<file path="config.mk">
export PLATFORM = sky130hd
export DESIGN_NAME = ifft_sym_sched
export DESIGN_NICKNAME = d
export VERILOG_FILES = /design/src/rtl/ifft_sym_sched.sv
export SDC_FILE = /design/constraint.sdc
export NUM_CORES = 1
export LEC_CHECK = 0
export ABC_AREA = 1
export CAP_MARGIN = 20
export CORE_MARGIN = 2
export CORE_UTILIZATION = 45
export CTS_CLUSTER_DIAMETER = 120
export DETAILED_ROUTE_END_ITERATION = 12
export PLACE_DENSITY = 0.8
export RECOVER_POWER = 25
export SYNTH_ARGS = -nofsm -noshare
export SYNTH_HDL_FRONTEND = slang
export SYNTH_SLANG_ARGS = --single-unit
</file>
<file path="constraint.sdc">
create_clock -name i_clk -period 1.7 [get_ports i_clk]
set_clock_uncertainty 0.05 [all_clocks]
set_input_delay 0.34 -clock i_clk [delete_from_list [all_inputs] [get_ports i_clk]]
set_output_delay 0.34 -clock i_clk [all_outputs]
set_load 0.05 [all_outputs]
</file>
<file path="src/rtl/ifft_sym_sched.sv">
// Symbol-level scheduler for the SC-FDMA RX 3/6/12-point IFFT: drops DMRS symbols,
// starts the IFFT per data symbol, guards it with a watchdog and hands results downstream.
module ifft_sym_sched #(
  parameter int unsigned DATA_WIDTH   = 16,
  parameter int unsigned SYM_PER_SLOT = 7,
  parameter int unsigned DMRS_SYM     = 3,
  parameter int unsigned TIMEOUT      = 64
) (
  input  logic       i_clk,
  input  logic       i_rst_n,
  input  logic       i_cfg_load,
  input  logic [1:0] i_cfg_n_sc,
  input  logic       i_abort,
  input  logic       i_sym_valid,
  output logic       o_sym_ready,
  output logic       o_sym_ack,
  output logic       o_ifft_start,
  output logic [1:0] o_ifft_n_sc,
  input  logic       i_ifft_done,
  output logic       o_out_valid,
  input  logic       i_out_ready,
  output logic [2:0] o_out_sym_idx,
  output logic       o_out_last,
  output logic       o_dmrs_skip,
  output logic       o_cfg_err,
  output logic       o_err_timeout,
  output logic       o_busy
);

  localparam int unsigned WD_W     = (TIMEOUT > 1) ? $clog2(TIMEOUT) : 1;
  localparam logic [2:0]  LAST_IDX = 3'(SYM_PER_SLOT - 1);
  localparam logic [2:0]  DMRS_IDX = 3'(DMRS_SYM);
  localparam logic [WD_W-1:0] WD_MAX = WD_W'(TIMEOUT - 1);

  typedef enum logic [2:0] {
    S_IDLE,
    S_WAIT_SYM,
    S_START,
    S_RUN,
    S_SKIP,
    S_HOLD,
    S_ERR
  } state_e;

  state_e          state_q, state_d;
  logic [2:0]      cnt_q, cnt_d;
  logic [WD_W-1:0] wd_q, wd_d;
  logic [1:0]      n_sc_q, n_sc_d;
  logic            cfg_err_q, cfg_err_d;
  logic            hold_first_q, hold_first_d;

  function automatic logic [2:0] cnt_inc(input logic [2:0] c);
    return (c == LAST_IDX) ? 3'd0 : c + 3'd1;
  endfunction

  always_comb begin
    // NOTE: every signal gets a default before the case so no path leaves it unassigned (no latch).
    state_d      = state_q;
    cnt_d        = cnt_q;
    wd_d         = wd_q;
    n_sc_d       = n_sc_q;
    cfg_err_d    = 1'b0;
    hold_first_d = 1'b0;

    unique case (state_q)
      S_IDLE: begin
        if (i_cfg_load) begin
          if (i_cfg_n_sc == 2'd3) begin
            cfg_err_d = 1'b1;
          end else begin
            n_sc_d  = i_cfg_n_sc;
            cnt_d   = 3'd0;
            state_d = S_WAIT_SYM;
          end
        end
      end
      S_WAIT_SYM: begin
        if (i_sym_valid) state_d = (cnt_q == DMRS_IDX) ? S_SKIP : S_START;
      end
      S_SKIP: begin
        cnt_d   = cnt_inc(cnt_q);
        state_d = S_WAIT_SYM;
      end
      S_START: begin
        wd_d    = '0;
        state_d = S_RUN;
      end
      S_RUN: begin
        // A done on the expiry cycle still completes the symbol.
        if (i_ifft_done) begin
          state_d      = S_HOLD;
          hold_first_d = 1'b1;
        end else if (wd_q == WD_MAX) begin
          state_d = S_ERR;
        end else begin
          wd_d = wd_q + 1'b1;
        end
      end
      S_HOLD: begin
        if (i_out_ready) begin
          cnt_d   = cnt_inc(cnt_q);
          state_d = S_WAIT_SYM;
        end
      end
      S_ERR:   state_d = S_ERR;
      default: state_d = S_IDLE;
    endcase

    if (i_abort) begin
      state_d      = S_IDLE;
      cnt_d        = 3'd0;
      wd_d         = '0;
      cfg_err_d    = 1'b0;
      hold_first_d = 1'b0;
    end
  end

  always_ff @(posedge i_clk) begin
    // NOTE: state registers use non-blocking assignments so all flops update from pre-edge values.
    if (!i_rst_n) begin
      state_q      <= S_IDLE;
      cnt_q        <= 3'd0;
      wd_q         <= '0;
      n_sc_q       <= 2'd0;
      cfg_err_q    <= 1'b0;
      hold_first_q <= 1'b0;
    end else begin
      state_q      <= state_d;
      cnt_q        <= cnt_d;
      wd_q         <= wd_d;
      n_sc_q       <= n_sc_d;
      cfg_err_q    <= cfg_err_d;
      hold_first_q <= hold_first_d;
    end
  end

  assign o_sym_ready   = (state_q == S_WAIT_SYM);
  assign o_sym_ack     = (state_q == S_SKIP) || ((state_q == S_HOLD) && hold_first_q);
  assign o_ifft_start  = (state_q == S_START);
  assign o_ifft_n_sc   = n_sc_q;
  assign o_out_valid   = (state_q == S_HOLD);
  assign o_out_sym_idx = (state_q == S_HOLD) ? cnt_q : 3'd0;
  assign o_out_last    = (state_q == S_HOLD) && (cnt_q == LAST_IDX);
  assign o_dmrs_skip   = (state_q == S_SKIP);
  assign o_cfg_err     = cfg_err_q;
  assign o_err_timeout = (state_q == S_ERR);
  assign o_busy        = (state_q != S_IDLE);

endmodule
</file>
==> impl_metrics.tcl, run 1 <==
set metrics [dict create \
    postSynthCellCount 151 \
    seq_power_share 0.494 \
    r2r_slack_ns 0.24 \
    antenna_found_initial 0 \
    drive_above_1_share 0.3464 \
    grt_setup_unrepaired "no" \
    clkTransAtPathRegs_ns 0.08 \
    clockRootBuffer "clkbuf_4" \
    grt_pass1_wl_um 4347 \
    post-synth-top-area-cell "dfxtp_1" \
    synth_cell_types 25 \
    synth_seq_area_share 0.2953 \
    dr_wl_met3_um 65 \
    viasPerCell 5.014 \
    finalWeightedCongestion 0.8129 \
    async_flop_share 0 \
    yosys_most_used_dff "dfxtp_1" \
    slew_headroom 0.5955 \
    ys_top_cells_by_area "dfxtp_1 30%, nor2_1 9.7%, nand2_1 6.9%" \
    drv_cap 0 \
    ys_ff_latch 16 \
    ir_drop_mv 0.3866 \
    vias 1038 \
    hold_viol_final 0 \
    setup_viol 0 \
    place_area_um2 1459 \
    cts_sinks 16 \
    dp_hpwl_um 2093 \
    synth_warnings 0 \
    dieWidth_um 53.10 \
    grt_max_degree 9 \
    io_pins 23 \
    period_share 0.9669 \
    fin_nets 192 \
    worstHoldStart "wd_q[4]$_SDFFE_PP0P_" \
    met1Wirelength_um 1061 \
    cp-start-kind "register" \
    crit_path_end_kind "output port" \
    area_growth_pct 38.06 \
    cts_hold_buffers 0 \
    switchingPower_uw 255.5 \
    pwr-share-clk 0.235 \
    drtPass1Iterations 4 \
    fmax_ghz 0.6084 \
    cp.arrival_ns 1.25 \
    hold_path_depth 2 \
    tightest_slew_ns 0.6094 \
    die_y_um 53.10 \
    fin_area_um2 1498 \
    clk_latency_ns 0.28 \
    overflow 0 \
    grtUsageTotal 0.2094 \
    internal-power_uw 554.7 \
    route.final.wire_length_um 2459 \
    syn_area_um2 1085 \
    status "finished clean" \
    reg2regPathDepth 8 \
    slew_viol_final 0 \
    p_leak_uw 0.0006630 \
    setup_slack_ns 0.05634 \
    syn_avg_cell_area_um2 7.184 \
    hold_class "reg2reg" \
    port_buffers 22 \
    drt_iter0_drc 12 \
    required_ns 1.31 \
    place_ws_ns 0.08647 \
    synth_top_area_frac 0.2953 \
    die_area_um2 2820 \
    critPathKind "reg2out" \
    worstReg2RegEnd "wd_q[5]$_SDFFE_PP0P_" \
    ctsLongestPathBuffers 2 \
    drc_errors 0 \
    htree_levels 1 \
    path_max_fanout 4 \
    wl_met2_um 1303 \
    rows 17 \
    grt_pass1_vias 1009 \
    power.density_nw_per_um2 541.0 \
    syn_nets 162 \
    combPwrFrac 0.271 \
    numCtsBuffers 3 \
    synth_commonest_cells "28 x nor2_1, 20 x nand2_1, 18 x inv_1" \
    coreArea_um2 2255 \
    wl_per_cell_um 11.88 \
    swShare 0.3154 \
    holdPathEnd "wd_q[4]$_SDFFE_PP0P_" \
    post-route-min-period_ns 1.644 \
    top_layer_used "met4" \
    initial_utilization 0.4811 \
    antennaDiodeCount 0 \
    r2r_start "wd_q[0]$_SDFFE_PP0P_" \
    synth.most_common_cell "nor2_1" \
    synth_enable_flop_cells 0 \
    cts_tree "yes" \
    drtAntennaViolNets 0 \
]
[cell families after synthesis]
logic type      after synthesis  synth area share
compound gates               23            0.1223
buf+inv                      26            0.1223
fa+ha+maj                     2           0.02306
flops                        16            0.2953
simple gates                 84            0.4371
[per-stage QoR]
step	total power, µW	hold WS [ns]	cells	TNS, ns	util
after floorplan	550.4	0.4174	151	-0.004141	-
after global placement	622.3	0.4426	203	0	0.6471
after detailed placement	629.9	0.4498	203	0	0.6471
after CTS	821.7	0.4652	207	-0.03835	0.6626
after global routing	850.9	0.4836	207	0	0.6643
final	810.2	0.4631	207	0	0.6643
[power by group through the flow]
stage,sequential (µW),clock (µW),combinational [µW]
finish,400,190,220
global route,402,211,238
CTS,400,197,225
detailed placement,409,0,221
global placement,408,0,214
floorplan,418,0,132
[routing by layer]
layer,track usage,vias to the layer above
li1,-,533
met1,0.2344,482
met2,0.4000,19
met3,0.01977,4
met4,0.08120,0
met5,0,-
[critical path, stage by stage (launching register included)]
cell	delay, ns
dfxtp_2	0.35
buf_4	0.16
nor2_2	0.16
o21a_2	0.18
buf_12	0.13
[placed cells by master (no fill, tap or decap), drive strengths merged]
master | Yosys | final
nor2 | 39 | 39
nand2 | 28 | 28
inv | 23 | 23
dfxtp | 16 | 16
buf | 3 | 16
nand3 | 12 | 12
o21ai | 11 | 11
a21oi | 9 | 9
clkdlybuf4s50 | 0 | 7
clkbuf | 0 | 7
nor3 | 4 | 4
ha | 2 | 2
o21a | 2 | 2
nand4 | 1 | 1
o211a | 1 | 1
dlygate4sd3 | 0 | 1
[layout make-up]
cell class                      count  area, µm²
Timing Repair Buffer               28      352.8
Clock buffer                        3      22.52
Fill cell                         198      757.0
Multi-Input combinational cell    109      661.9
Tap cell                           28      35.03
Sequential cell                    16      326.6
Inverter                           23      98.84
[how the worst max path moves through the flow]
stage	from	slack [ns]	to
after global placement	i_cfg_n_sc[1]	0.12	cnt_q[0]$_SDFFE_PP0P_
after CTS	state_q[0]$_SDFFE_PP0P_	-0.02	o_out_last
after detailed placement	i_cfg_n_sc[1]	0.09	cnt_q[0]$_SDFFE_PP0P_
after floorplan	state_q[1]$_SDFFE_PP0P_	-0.004	o_out_last
final	state_q[1]$_SDFFE_PP0P_	0.06	o_sym_ack
after global routing	state_q[0]$_SDFFE_PP0P_	0.005	o_out_last
[registers in the layout, indices dropped and copies added, names as in the netlist]
| register | cells |
|---|---|
| o_cfg_err | 1 |
| wd_q | 6 |
| state_q | 3 |
| o_ifft_n_sc | 2 |
| hold_first_q | 1 |
| cnt_q | 3 |
[repair_timing]
item,CTS,global route
pin swaps,1,0
gates resized for setup,3,7
buffers inserted,1,0
setup endpoints to repair,8,7
endpoints found under the hold margin,0,0
(Power assumes the default switching activity.)
==> inputs of run 2 (changes only) <==
--- a/config.mk
+++ b/config.mk
@@ -6,6 +6,7 @@
 export NUM_CORES = 1
 export LEC_CHECK = 0
 export ABC_AREA = 1
+export ABC_CLOCK_PERIOD_IN_PS = 2000
 export CAP_MARGIN = 20
 export CORE_MARGIN = 2
 export CORE_UTILIZATION = 45
==> constraint.sdc (replaced) <==
create_clock -name i_clk -period 2 [get_ports i_clk]
set_clock_uncertainty 0.05 [all_clocks]
set_input_delay 0.4 -clock i_clk [delete_from_list [all_inputs] [get_ports i_clk]]
set_output_delay 0.4 -clock i_clk [all_outputs]
set_load 0.05 [all_outputs]
==> run 2 against run 1 <==
Effect of this change:
- final cell count is 1.4% lower
- wire length is 4.5% higher
- register-to-register slack hardly changed
- utilization is 1.6 points lower
- sequential power is 14% lower
- die area stayed put
- sequential share of layout area is 0.28 points higher
- global-route usage is 0.42 points higher
- hold slack better by 0.0027 ns
- power is 8.6% lower
- count of clock-buffer cells in the layout is 1 higher
- largest cell class unchanged
==> impl_metrics.tcl, run 2 (synthesized netlist as in run 1, its figures left out) <==
set metrics [dict create \
    cts_sinks 16 \
    drive_above_1_share 0.2727 \
    die_area_um2 2820 \
    antenna_found_initial 0 \
    io_pins 23 \
    cpLargestDelayFamily "flip-flops" \
    cp_slowest_cell "dfxtp_1" \
    drc_errors 0 \
    die_y_um 53.10 \
    htree_levels 1 \
    setup_viol 0 \
    clockRootBuffer "clkbuf_4" \
    largest_reg_flops 6 \
    path_buf_inv 1 \
    viasPerCell 5.078 \
    cp_cell_sequence "nand3_1 > nor2_1 > buf_12" \
    reg_top3 "wd_q: 6 flops, cnt_q: 3 flops, state_q: 3 flops" \
    tightest_slew_ns 0.5161 \
    port_buffers 22 \
    cts_hold_buffers 0 \
    slew_headroom 0.6547 \
    ctsLongestPathBuffers 2 \
    p_leak_uw 0.0006572 \
    place_ws_ns 0.06720 \
    final_common_cell "nor2_1" \
    fin_nets 188 \
    initial_utilization 0.4811 \
    wl_per_cell_um 12.60 \
    dp_hpwl_um 2212 \
    rows 17 \
    hold_class "reg2reg" \
    grt_setup_unrepaired "no" \
    finalWeightedCongestion 0.8164 \
    setup_tns_ns 0 \
    overflow 0 \
    period_share 0.9605 \
    path_max_fanout 5 \
    power_uw 740.8 \
    drtAntennaViolNets 0 \
    max_stage_delay_ns 0.52 \
    drtPass1Iterations 4 \
    clkTransAtPathRegs_ns 0.10 \
    nFillCells 203 \
    area_growth_pct 34.72 \
    antennaDiodeCount 0 \
    clk_latency_ns 0.29 \
    grt_max_degree 10 \
    ir_drop_mv 0.4812 \
    hold_viol_final 0 \
    setup_slack_ns 0.07898 \
    drv_cap 0 \
    grtUsageTotal 0.2136 \
    required_ns 1.55 \
    postCtsSetupRepairBufs 0 \
    dieWidth_um 53.10 \
    cp.arrival_ns 1.47 \
    vias 1036 \
    critPathKind "reg2out" \
    drt_iter0_drc 17 \
    post-route-min-period_ns 1.921 \
    crit_path_end_kind "output port" \
    fmax_ghz 0.5206 \
    numCtsBuffers 3 \
    grt_pass1_wl_um 4360 \
    largest_register "wd_q" \
    power.density_nw_per_um2 506.9 \
    cts_tree "yes" \
    grt_pass1_vias 1057 \
    cp-start-kind "register" \
    slew_viol_final 0 \
    route.final.wire_length_um 2570 \
    final_cell_mix "31 x nor2_1, 21 x nand2_1, 18 x inv_1" \
    coreArea_um2 2255 \
    status "finished clean" \
]
run 2: cell count changes in the layout (fill, tap and decap cells not counted), sizes merged:
| cell | delta |
|---|---|
| buf | -3 |
| clkbuf | -3 |
| clkdlybuf4s50 | +3 |
run 2: final cells by class:
type,instances,area [µm²],share of cell area
Clock buffer,4,36.28,0.02483
Inverter,23,98.84,0.06764
Multi-Input combinational cell,109,623.1,0.4264
Sequential cell,16,322.8,0.2209
Tap cell,28,35.03,0.02397
Timing Repair Buffer,24,345.3,0.2363
run 2: timing repair:
item,4_1_cts,5_1_grt
endpoints found under the setup margin,4,5
resized for setup,1,1
pin swaps,0,0
run 2: worst paths after layout:
path,start,endpoint,slack (ns),cells past startpoint
max,state_q[0]$_SDFFE_PP0P_,o_out_sym_idx[0],0.08,3
min reg2reg,wd_q[4]$_SDFFE_PP0P_,wd_q[4]$_SDFFE_PP0P_,0.47,2
max reg2reg,state_q[0]$_SDFFE_PP0P_,wd_q[1]$_SDFFE_PP0P_,0.25,8
min,wd_q[4]$_SDFFE_PP0P_,wd_q[4]$_SDFFE_PP0P_,0.47,2
run 2: stage by stage:
step | cell area, µm² | instances | util | hold slack [ns]
3_3_place_gp | 1443 | 200 | 0.6398 | 0.4444
3_5_place_dp | 1443 | 200 | 0.6398 | 0.4402
6_report | 1461 | 204 | 0.6482 | 0.4658
2_1_floorplan | 1096 | 151 | - | 0.4237
4_1_cts | 1480 | 204 | 0.6565 | 0.4638
5_1_grt | 1461 | 204 | 0.6482 | 0.4874
run 2: worst min-delay path, stage by stage (launching register included):
cell	delay, ns
dfxtp_1	0.35
nand2_1	0.09
a21oi_2	0.05
run 2: per-layer routing:
layer | wire length, µm | global-route usage | vias up
met3 | 82 | 0.02542 | 4
li1 | - | - | 532
met4 | 54 | 0.1197 | 0
met5 | 0 | 0 | -
met1 | 1047 | 0.2121 | 479
met2 | 1386 | 0.4188 | 21
run 2: power breakdown:
part	switching (µW)	leakage [µW]	total (µW)	internal [µW]
clock network	103	0.0000210	214	111
registers	13.9	0.000131	342	328
logic	110	0.000505	185	74.5
total	227	0.000657	741	514
